--- config.mk ---
export PLATFORM = sky130hd
export DESIGN_NAME = bcd_code_lock
export DESIGN_NICKNAME = d
export VERILOG_FILES = /design/src/rtl/bcd_lock_pkg.sv /design/src/rtl/digit_debouncer.sv /design/src/rtl/bcd_code_lock.sv
export SDC_FILE = /design/constraint.sdc
export NUM_CORES = 1
export LEC_CHECK = 0
export CAP_MARGIN = 30
export CORE_ASPECT_RATIO = 1.75
export CORE_MARGIN = 4
export CORE_UTILIZATION = 31
export DETAILED_ROUTE_END_ITERATION = 8
export MAX_ROUTING_LAYER = met4
export PLACE_DENSITY = 0.46
export SLEW_MARGIN = 20
export SYNTH_ARGS = -nofsm -noshare
export SYNTH_HDL_FRONTEND = slang
export SYNTH_SLANG_ARGS = --single-unit
--- constraint.sdc ---
create_clock -name clk -period 2.9 [get_ports clk]
set_input_delay 0.58 -clock clk [delete_from_list [all_inputs] [get_ports clk]]
set_output_delay 0.58 -clock clk [all_outputs]
set_load 0.05 [all_outputs]
--- src/rtl/bcd_lock_pkg.sv ---
// rtl/bcd_lock_pkg.sv - shared states and BCD constants for the keypad code lock
package bcd_lock_pkg;

  localparam int BCD_W = 4;
  localparam logic [BCD_W-1:0] BCD_MAX = 4'd9;

  typedef enum logic [2:0] {
    ENTRY,
    CHECK,
    OPEN,
    FAIL,
    LOCKOUT,
    PROG
  } lock_state_t;

  function automatic logic is_bcd(input logic [BCD_W-1:0] d);
    return d <= BCD_MAX;
  endfunction

endpackage

--- src/rtl/digit_debouncer.sv ---
// rtl/digit_debouncer.sv - press/release debouncer yielding one accept pulse per key press
module digit_debouncer
  import bcd_lock_pkg::*;
#(
  parameter int DEBOUNCE_CYCLES = 4
) (
  input  logic             clk,
  input  logic             reset,
  input  logic [BCD_W-1:0] digit_in,
  input  logic             digit_valid,
  output logic             accept,
  output logic [BCD_W-1:0] digit_out
);

  localparam int CW = $clog2(DEBOUNCE_CYCLES + 1);
  localparam logic [CW-1:0] LAST = CW'(DEBOUNCE_CYCLES - 1);

  logic             released;
  logic [CW-1:0]    cnt;
  logic [BCD_W-1:0] held;
  logic             candidate;
  logic [CW-1:0]    run;

  assign candidate = digit_valid && is_bcd(digit_in);
  // a new or changed digit starts its own run from zero
  assign run       = (cnt != '0 && digit_in == held) ? cnt : '0;
  assign accept    = released && candidate && (run == LAST);
  assign digit_out = digit_in;

  always_ff @(posedge clk) begin
    if (reset) begin
      released <= 1'b1;
      cnt      <= '0;
      held     <= '0;
    end else if (released) begin
      if (!candidate) begin
        cnt <= '0;
      end else if (accept) begin
        released <= 1'b0;
        cnt      <= '0;
      end else begin
        cnt  <= run + 1'b1;
        held <= digit_in;
      end
    end else begin
      if (digit_valid) begin
        cnt <= '0;
      end else if (cnt == LAST) begin
        released <= 1'b1;
        cnt      <= '0;
      end else begin
        cnt <= cnt + 1'b1;
      end
    end
  end

endmodule

--- src/rtl/bcd_code_lock.sv ---
// rtl/bcd_code_lock.sv - BCD keypad combination lock; BCD_LOCK_PROGRAM_EN adds in-field code programming
module bcd_code_lock
  import bcd_lock_pkg::*;
#(
  parameter int CODE_LEN        = 4,
  parameter int DEBOUNCE_CYCLES = 4,
  parameter int UNLOCK_CYCLES   = 8,
  parameter int LOCKOUT_CYCLES  = 16,
  parameter int MAX_FAILS       = 3,
  parameter logic [4*CODE_LEN-1:0] DEFAULT_CODE = 16'h1234
) (
  input  logic       clk,
  input  logic       reset,
  input  logic [3:0] digit_in,
  input  logic       digit_valid,
  input  logic       clear,
`ifdef BCD_LOCK_PROGRAM_EN
  input  logic       program_en,
`endif
  output logic       unlocked,
  output logic       error,
  output logic       locked_out,
  output logic [3:0] digit_count,
  output logic [3:0] last_digit,
  output logic [2:0] fails
);

  localparam int CODE_W = BCD_W * CODE_LEN;
  localparam int T_MAX  = (UNLOCK_CYCLES > LOCKOUT_CYCLES) ? UNLOCK_CYCLES : LOCKOUT_CYCLES;
  localparam int TW     = $clog2(T_MAX + 1);
  localparam logic [TW-1:0] UNLOCK_LAST = TW'(UNLOCK_CYCLES - 1);
  localparam logic [TW-1:0] LOCK_LAST   = TW'(LOCKOUT_CYCLES - 1);
  localparam logic [TW-1:0] T_SAT       = TW'(T_MAX);
  localparam logic [3:0]    FINAL_IDX   = 4'(CODE_LEN - 1);

  lock_state_t       state, next_state;
  logic [CODE_W-1:0] entry_q;
  logic [CODE_W-1:0] code_q;
  logic [CODE_W-1:0] entry_shift;
  logic [TW-1:0]     timer;
  logic              accept;
  logic [BCD_W-1:0]  digit_db;
  logic              final_digit;

  digit_debouncer #(
    .DEBOUNCE_CYCLES(DEBOUNCE_CYCLES)
  ) u_debouncer (
    .clk        (clk),
    .reset      (reset),
    .digit_in   (digit_in),
    .digit_valid(digit_valid),
    .accept     (accept),
    .digit_out  (digit_db)
  );

  assign entry_shift = {entry_q[CODE_W-BCD_W-1:0], digit_db};
  assign final_digit = (digit_count == FINAL_IDX);

`ifdef BCD_LOCK_PROGRAM_EN
  always_ff @(posedge clk) begin
    if (reset) begin
      code_q <= DEFAULT_CODE;
    end else if (state == PROG && !clear && accept && final_digit) begin
      code_q <= entry_shift;
    end
  end
`else
  assign code_q = DEFAULT_CODE;
`endif

  always_ff @(posedge clk) begin
    if (reset) begin
      state <= ENTRY;
    end else begin
      state <= next_state;
    end
  end

  always_comb begin
    next_state = state;
    case (state)
      ENTRY: begin
        if (!clear && accept && final_digit) next_state = CHECK;
      end
      CHECK: begin
        if (entry_q == code_q)                  next_state = OPEN;
        else if (fails + 3'd1 == 3'(MAX_FAILS)) next_state = LOCKOUT;
        else                                    next_state = FAIL;
      end
      OPEN: begin
        if (clear) next_state = ENTRY;
`ifdef BCD_LOCK_PROGRAM_EN
        else if (program_en) next_state = PROG;
`endif
        else if (timer == UNLOCK_LAST) next_state = ENTRY;
      end
      FAIL: next_state = ENTRY;
      LOCKOUT: begin
        if (timer == LOCK_LAST) next_state = ENTRY;
      end
`ifdef BCD_LOCK_PROGRAM_EN
      PROG: begin
        if (clear || (accept && final_digit)) next_state = ENTRY;
      end
`endif
      default: next_state = ENTRY;
    endcase
  end

  always_ff @(posedge clk) begin
    if (reset) begin
      entry_q     <= '0;
      digit_count <= '0;
      last_digit  <= '0;
      fails       <= '0;
      timer       <= '0;
      unlocked    <= 1'b0;
      error       <= 1'b0;
      locked_out  <= 1'b0;
    end else begin
      // indicators follow the state being entered so they line up with it
      unlocked   <= (next_state == OPEN) || (next_state == PROG);
      error      <= (next_state == FAIL);
      locked_out <= (next_state == LOCKOUT);

      if (next_state != state) begin
        timer <= '0;
      end else if (state != PROG && timer != T_SAT) begin
        timer <= timer + 1'b1;
      end

      case (state)
        ENTRY: begin
          if (clear) begin
            digit_count <= '0;
            entry_q     <= '0;
          end else if (accept) begin
            entry_q     <= entry_shift;
            last_digit  <= digit_db;
            digit_count <= digit_count + 1'b1;
          end
        end
        CHECK: begin
          digit_count <= '0;
          entry_q     <= '0;
          if (next_state == OPEN) fails <= '0;
          else                    fails <= fails + 1'b1;
        end
        LOCKOUT: begin
          if (next_state == ENTRY) fails <= '0;
        end
`ifdef BCD_LOCK_PROGRAM_EN
        PROG: begin
          if (clear || (accept && final_digit)) begin
            digit_count <= '0;
            entry_q     <= '0;
          end else if (accept) begin
            entry_q     <= entry_shift;
            digit_count <= digit_count + 1'b1;
          end
        end
`endif
        default: ;
      endcase
    end
  end

endmodule

* Yosys cells after proc, flatten, opt, wreduce, memory -nomap -nowiden *
Cells that the tools add are included.

cells by class
  $add $sub $neg = 5
  multiply operators = 0
  div/mod/pow operators = 0
  $lt $le $gt $ge = 1
  equality and inequality tests = 20
  shift operators = 0
  mux-type cells = 27
  bitwise operators = 2
  reductions and logical operators = 19

operators by type and width
  kind                  number
  $mux 3                14
  $mux 16               2
  $pmux 16 s2           1
  $eq 3x2->1 const B    6
  $eq 16x13->1 const B  1
  $pmux 3 s4            1
  $add 3x1->3 const B   3
  $eq 3x3->1 const B    3
  $mux 4                2
  $pmux 4 s2            1
  $logic_and 1x1->1     7
  $logic_not 3->1       2
  $ne 3x3->1 const B    2
  $pmux 3 s2            1
  $reduce_and 3->1      2
  $add 5x1->5 const B   1
  $eq 5x3->1 const B    1
  $eq 5x4->1 const B    1
  $mux 1                5
  $ne 5x5->1 const B    1
  $add 4x1->4 const B   1
  $eq 4x2->1 const B    1
  $eq 4x4->1            1
  $le 4x4->1 const B    1
  other kinds (10)      13

word-level totals
  bits in registers = 46
  latch bits = 0
  memory bits (writable) = 0
  ROM bits = 0
  input port bits = 8
  output and inout bits = 14
  logic and storage cells = 86
  memories = 0

* Depth between registers and ports, before layout *
Gate-level depths: netlist (run 1).

  depth in word-level cells = 12
  gate-level depth with buffers = 11
  mapped depth without buffers = 10

* By module *
From an unflattened synthesis (run 1), not the netlist that was laid out.

second synthesis, totals
  cell total of the unflattened synthesis = 242
  area, all modules = 2203.4 µm²

modules (own cells, without submodules)
  module           times used  cells an instance  area each (µm²)  seq. area each (µm²)
  bcd_code_lock    1           182                1672.9           760.7
  digit_debouncer  1           60                 530.5            160.2

* Worst setup path after synthesis (run 1) *
OpenSTA, ideal clock, no wires.

  kind = input port to flip-flop
  start point = input digit_in[0]
  end point = register entry_q[7]
  library setup time = 0.123 ns
  data arrival time = 2.278 ns
  data required time = 2.777 ns
  path slack = 0.499 ns
  cell stages on the path = 10
  path buffers = 1
  cell sequence = xnor2_1 > nand4_1 > a21oi_1 > and2_1 > ha_1 > nor4b_1 > a32oi_1 > o21ai_2 > buf_2 > o21ai_0

between the ends
  longest elaborated chain between the ends = 7
  elaborated cells between the ends (all ways) = 10
  classes of those cells = order compare: 1; eq/ne: 3; mux: 1; reduce/logical: 5

RTL lines
  element                         RTL line               text
  start: declaration              bcd_code_lock.sv:14    input logic [3:0] digit_in,
  $eq 4x4->1                      digit_debouncer.sv:26  assign run = (cnt != '0 && digit_in == held) ? cnt : '0;
  $logic_and 1x1->1               digit_debouncer.sv:26
  $mux 3                          digit_debouncer.sv:26
  $eq 3x2->1                      digit_debouncer.sv:27  assign accept = released && candidate && (run == LAST);
  $logic_and 1x1->1 (*)           digit_debouncer.sv:27
  $ne 3x3->1 (no line) (*)        n/a
  $reduce_and 2->1 (no line) (*)  n/a
  end signal: assignment          bcd_code_lock.sv:138   entry_q <= entry_shift;
  end: declaration                bcd_code_lock.sv:37    logic [CODE_W-1:0] entry_q;

Every way passes the cells marked *; elsewhere a longest branch is shown, timed or not.
A chain may end at the register's enable or synchronous reset.

* Worst setup path in the final report (run 1) *
  start point = input digit_in[0]
  end point = register entry_q[14]

The elaborated chain is that of the path after synthesis.

==> results of run 1 <==
-- registers in the layout, indices dropped and copies added, names as in the netlist --
name	flops
digit_count	4
u_debouncer.released	1
u_debouncer.held	4
last_digit	4
u_debouncer.cnt	3
unlocked	1
state	3
locked_out	1
error	1
timer	5
entry_q	16
fails	3
-- kinds of logic after synthesis --
group	count (synthesis)
AOI/OAI and AO/OA	53
xor gates and xnor gates	7
adders and majority gates	9
buffers and inverters	22
DFF	46
muxes	9
and+or+nand+nor	102
-- final cells by class --
type,instances,area [um2]
tap,84,105
fill,723,4120
sequential,46,921
clock buffer,6,139
inverter,13,48.8
clock inverter,2,12.5
multi-input combinational,180,1260
timing repair buffer,38,350
-- repair_timing --
action | in CTS | in global routing
resized for setup | 0 | 3
setup buffers | 0 | 0
endpoints found under the setup margin | 0 | 26
hold endpoints to repair | 0 | 0
-- worst max path at each step --
stage	start	to	cells past startpoint
floorplan	digit_in[0]	entry_q[7]$_SDFFE_PP0P_	10
global placement	digit_in[0]	entry_q[15]$_SDFFE_PP0P_	12
detailed placement	digit_in[0]	entry_q[14]$_SDFFE_PP0P_	12
CTS	digit_in[0]	entry_q[14]$_SDFFE_PP0P_	12
global route	digit_in[0]	entry_q[15]$_SDFFE_PP0P_	12
finish	digit_in[0]	entry_q[14]$_SDFFE_PP0P_	12
-- Yosys cell counts, types with 2 or more instances --
cell type and n:
a211oi_2 2, a21o_1 2, a21oi_1 8, a21oi_2 3
a32oi_1 2, and2_1 5, buf_2 4, clkbuf_1 4
dfxtp_1 46, ha_1 9, inv_1 13, mux2i_1 9
nand2_1 9, nand2b_1 23, nand3_1 21, nand3b_1 2
nand4_1 3, nand4b_1 2, nor2_1 22, nor3_1 3
nor4b_1 4, o211ai_1 2, o21ai_0 7, o21ai_1 14
xnor2_1 6
-- metal layers --
layer | wire, um | global-route usage (%) | share of wire (%) | vias to the layer above
met4 | 80 | 4.16 | 1.5 | 0
met3 | 99 | 2.75 | 1.9 | 6
met1 | 2100 | 13.9 | 40 | 855
met2 | 2910 | 24.7 | 56 | 13
met5 | 0 | - | 0 | -
li1 | - | - | - | 948
-- worst register-to-register path, delay by kind of cell (launching register included) --
family	cells	cell delay, ns
AO/OA/AOI/OAI	4	0.56
adder cells (fa/ha/maj)	1	0.20
flip-flops	1	0.54
AND/OR/NAND/NOR	3	0.46
buffers and inverters	2	0.37
-- power by group through the flow --
stage          combinational, mW  clock, mW  sequential, mW
2_1_floorplan             0.0654          0           0.668
3_3_place_gp               0.111          0           0.668
3_5_place_dp               0.111          0           0.668
4_1_cts                    0.111      0.611           0.653
5_1_grt                    0.125      0.633           0.655
6_report                   0.111      0.589           0.654
-- metrics by stage --
step,utilization [%],cells
after CTS,40.5,369
final,40.8,369
after detailed placement,38.3,361
after global placement,38.3,361
after global routing,40.8,369
after floorplan,-,248
==> impl_metrics.yaml, run 1 <==
run_status:
  status: "completed"
setup_path:
  path_buf_inv: 2
  cpMaxStageDelayCell: "clkdlybuf4s50_1"
  crit_arrival_ns: 2.82
  rrSetupSlack_ns: 0.69
  cp_cell_sequence: "clkdlybuf4s50_1 > xnor2_2 > nand4_1 > a21oi_2 > and2_1 > ha_1 > nor4b_2 > a32oi_1 > o21ai_2 > buf_12 > nand3_1 > o21ai_1"
  cp-end-kind: "flip-flop"
  r2r_end: "entry_q[14]$_SDFFE_PP0P_"
  crit_family: "buffers and inverters"
  reg2reg_depth: 10
  cp-start-kind: "input pin"
  cp.required_ns: 3.12
  max_stage_delay_ns: 0.54
  worstSetupPathType: "input pin to flip-flop"
  critPathMaxFanout: 25
  timing.rr.start: "u_debouncer.cnt[2]$_SDFF_PP0_"
floorplanning:
  coreArea_um2: 6960
  die-area_um2: 8750
  die_h_um: 121
  io_pins: 22
  die_w_um: 72.5
  start_util_pct: 32.4
  rows: 40
timing:
  fin_tns_setup_ns: 0
  finalSetupViolCount: 0
  rsz0062_at_grt: "no"
  slew_headroom_pct: 66.6
  min_period_ns: 2.60
  clock.fmax_mhz: 384
  fin_worst_skew_ns: 0.00358
  period_share_pct: 89.7
  hold_slack_ns: 0.467
  timing.final.ws_setup_ns: 0.297
  final-hold-violation-count: 0
  tightest_slew_ns: 0.499
  drv_slew: 0
cts:
  cts_max_path_buffers: 2
  hold_buffers: 0
  path_clk_slew_ns: 0.06
  cts.sinks: 46
  cts.htree.levels: 2
  cts_tree: "yes"
  clkLatencyLatePin_ns: 0.29
  cts_root_buf: "clkbuf_16"
  cts_made_buffers: 5
global_route:
  antenna_found_initial: 0
  first_global_vias: 1896
  grt_overflow: 0
  grtUsageTotal_pct: 13.4
  grt_max_degree: 26
  grt_pass1_wl_mm: 9.00
power_and_ir_drop:
  p_switching_mw: 0.316
  ir_worst_vdd_uv: 335
  finalPower_mw: 1.35
  p_sw_share_pct: 23.3
  total_leakage_power_nw: 1.05
  power.density_nw_per_um2: 477
  p_seq_share_pct: 48.3
  pwr-share-clk_pct: 43.5
  comb_power_share_pct: 8.2
  p_int_mw: 1.04
logic_synthesis:
  ys_ff_latch: 46
  yosys-top-cells-area: "dfxtp_1 41%, nand2b_1 6.4%, ha_1 5.0%, nand3_1 4.7%, mux2i_1 4.0%"
  yosysTopAreaCellShare_pct: 40.9
  synth-edff-count: 0
  yosys.area_share.xor_xnor_pct: 2.72
  synth_top_family_by_area: "simple AND/OR/NAND/NOR gates"
  syn-num-nets: 265
  yosysUniqueCellTypes: 48
  synthFlopType: "dfxtp_1"
  yosysWarningCount: 0
  avgSynthCellArea_um2: 9.09
  syn_inst: 248
  syn_area_um2: 2250
  synthAdderAreaFrac_pct: 5.00
  synth-simple-area-share_pct: 25.7
  async_flop_share_pct: 0
  synth_compound_area_share_pct: 17.7
  ys_seq_area_share_pct: 40.9
  synthMuxAreaShare_pct: 4.00
  synth_top_cell_by_area: "dfxtp_1"
detailed_routing:
  first_pass_iters: 4
  postRouteAntennaNets: 0
  drt-total-wl_mm: 5.18
  drc: 0
  wl_per_cell_um: 14.0
  avgViaCountPerCell: 4.94
  vias: 1822
  drtIter0Drc: 139
finish:
  final_cell_area_um2: 2840
  final_common_cell: "dfxtp_1"
  area_growth_pct: 25.8
  layout_common_cells: "46 x dfxtp_1, 23 x nand2b_1, 22 x nor2_1"
  drive_gt1_share_pct: 15.1
  n_antenna_cell: 0
  fin_nets: 301
hold_path:
  hold_depth: 2
  hp-start: "entry_q[12]$_SDFFE_PP0P_"
  worstHoldEndpoint: "entry_q[12]$_SDFFE_PP0P_"
  hold_path_class: "flip-flop to flip-flop"
job:
  cap_violations: 0
placed_design:
  gp_congestion: 0.730
  dp_hpwl_mm: 3.93
  pre_cts_slack_ns: -0.125
  numPortBuffers: 21
  place_area_um2: 2670
Power figures use the tool's default switching activity.
==> inputs of run 2 (changes only) <==
- ABC_CLOCK_PERIOD_IN_PS: default -> 2900
==> results of run 2 <==
The final DEF is identical to that of run 1; final timing and power are the same.
==> inputs of run 3 (changes only) <==
--- a/config.mk
+++ b/config.mk
@@ -7,3 +7,3 @@
 export LEC_CHECK = 0
-export ABC_CLOCK_PERIOD_IN_PS = 2900
+export ABC_CLOCK_PERIOD_IN_PS = 2800
 export CAP_MARGIN = 30
==> constraint.sdc (replaced) <==
create_clock -name clk -period 2.8 [get_ports clk]
set_input_delay 0.28 -clock clk [delete_from_list [all_inputs] [get_ports clk]]
set_output_delay 0.28 -clock clk [all_outputs]
set_load 0.05 [all_outputs]
==> impl_metrics.yaml, run 3 (synthesis gave the netlist of run 1 again) <==
run_status:
  status: "completed"
finish:
  fin_nets: 294
  n_antenna_cell: 0
  area_growth_pct: 24.6
  drive_gt1_share_pct: 11.9
  layout_common_cells: "46 x dfxtp_1, 23 x nand2b_1, 22 x nor2_1"
  largest_reg_flops: 16
  fillerInstances: 695
  largestRegisters: "entry_q: 16 flops, timer: 5 flops"
  final_common_cell: "dfxtp_1"
  regMostFlops: "entry_q"
setup_path:
  crit_arrival_ns: 2.68
  reg2reg_depth: 11
  critPathMaxFanout: 33
  cp.required_ns: 2.98
  cp-end-kind: "flip-flop"
  startpoint: "digit_in[0]"
  cp-start-kind: "input pin"
  worstSetupPathType: "input pin to flip-flop"
  timing.rr.start: "u_debouncer.held[1]$_SDFFE_PP0P_"
cts:
  cts_tree: "yes"
  path_clk_slew_ns: 0.07
  postCtsSetupRepairBufs: 0
  cts.sinks: 46
  cts_root_buf: "clkbuf_16"
  ctsResizeCount: 0
  hold_buffers: 0
  cts_made_buffers: 5
  cts_max_path_buffers: 2
  cts.htree.levels: 2
  clkLatencyLatePin_ns: 0.29
global_route:
  grtUsageTotal_pct: 13.5
  grt_overflow: 0
  antenna_found_initial: 0
  grt_max_degree: 34
  first_global_vias: 1903
  grt_pass1_wl_mm: 9.01
power_and_ir_drop:
  finalPower_mw: 1.56
  total_leakage_power_nw: 1.02
  power.density_nw_per_um2: 555
  ir_worst_vdd_uv: 401
floorplanning:
  io_pins: 22
  coreArea_um2: 6960
  start_util_pct: 32.4
  die-area_um2: 8750
  rows: 40
  die_h_um: 121
  die_w_um: 72.5
detailed_routing:
  drtIter0Drc: 106
  first_pass_iters: 4
  avgViaCountPerCell: 4.90
  postRouteAntennaNets: 0
  wl_met3_um: 108
  drt-total-wl_mm: 5.10
  wirelength_met1_mm: 2.05
  vias: 1775
  top_layer: "met4"
  wl_per_cell_um: 14.1
  drc: 0
  met2WireLength_mm: 2.81
placed_design:
  numPortBuffers: 21
  dp_hpwl_mm: 3.83
  gp_congestion: 0.739
timing:
  min_period_ns: 2.50
  finalSetupViolCount: 0
  rsz0062_at_grt: "no"
  drv_slew: 0
  period_share_pct: 89.2
  tightest_slew_ns: 0.500
  final-hold-violation-count: 0
  fin_tns_setup_ns: 0
  fin_worst_skew_ns: 0.00509
  clock.fmax_mhz: 400
  slew_headroom_pct: 66.6
job:
  cap_violations: 0
hold_path:
  hold_depth: 2
  hold_path_class: "flip-flop to flip-flop"
  hp-start: "entry_q[12]$_SDFFE_PP0P_"
[run 3: worst max-delay path: stages]
cell and delay, ns:
clkdlybuf4s50_1 0.46, xnor2_1 0.22, nand4_1 0.14, a21oi_1 0.24, and2_1 0.17, ha_1 0.24
nor4b_1 0.28, a32oi_1 0.16, o21ai_2 0.10, buf_12 0.19, nand2b_1 0.12, a21oi_1 0.06
[run 3: through the flow]
| step | cells | setup slack (ns) | hold slack (ns) | utilization, % | instance area [um2] |
|---|---|---|---|---|---|
| 6_report | 362 | 0.302 | 0.467 | 40.4 | 2810 |
| 5_1_grt | 362 | 0.0174 | 0.498 | 40.4 | 2810 |
| 4_1_cts | 362 | 0.325 | 0.467 | 40.4 | 2810 |
| 3_5_place_dp | 354 | 0.0199 | 0.459 | 37.6 | 2610 |
| 3_3_place_gp | 354 | 0.104 | 0.455 | 37.6 | 2610 |
| 2_1_floorplan | 248 | 0.669 | 0.417 | - | 2250 |
[run 3: worst paths after layout]
kind | endpoint | slack, ns
min reg2reg | entry_q[12]$_SDFFE_PP0P_ | 0.47
min | entry_q[12]$_SDFFE_PP0P_ | 0.47
max reg2reg | entry_q[0]$_SDFFE_PP0P_ | 0.45
max | entry_q[0]$_SDFFE_PP0P_ | 0.30
[run 3: routing by layer]
layer | track usage, % | up-vias
met5 | - | -
met4 | 5.89 | 0
met3 | 2.75 | 8
met2 | 24.0 | 17
met1 | 14.1 | 820
li1 | - | 930
[run 3: area by class of cell]
class	count	area (um2)	area share (%)
tap	84	105	3.74
multi-input combinational	180	1240	44.2
inverter	13	48.8	1.74
clock buffer	5	125	4.46
sequential	46	921	32.8
clock inverter	3	68.8	2.45
timing repair buffer	31	298	10.6
[run 3: power by group]
part / internal, mW / leakage, nW / switching (mW)
clock network: 0.513 / 0.0940 / 0.261
logic: 0.0508 / 0.558 / 0.0580
registers: 0.666 / 0.372 / 0.0108
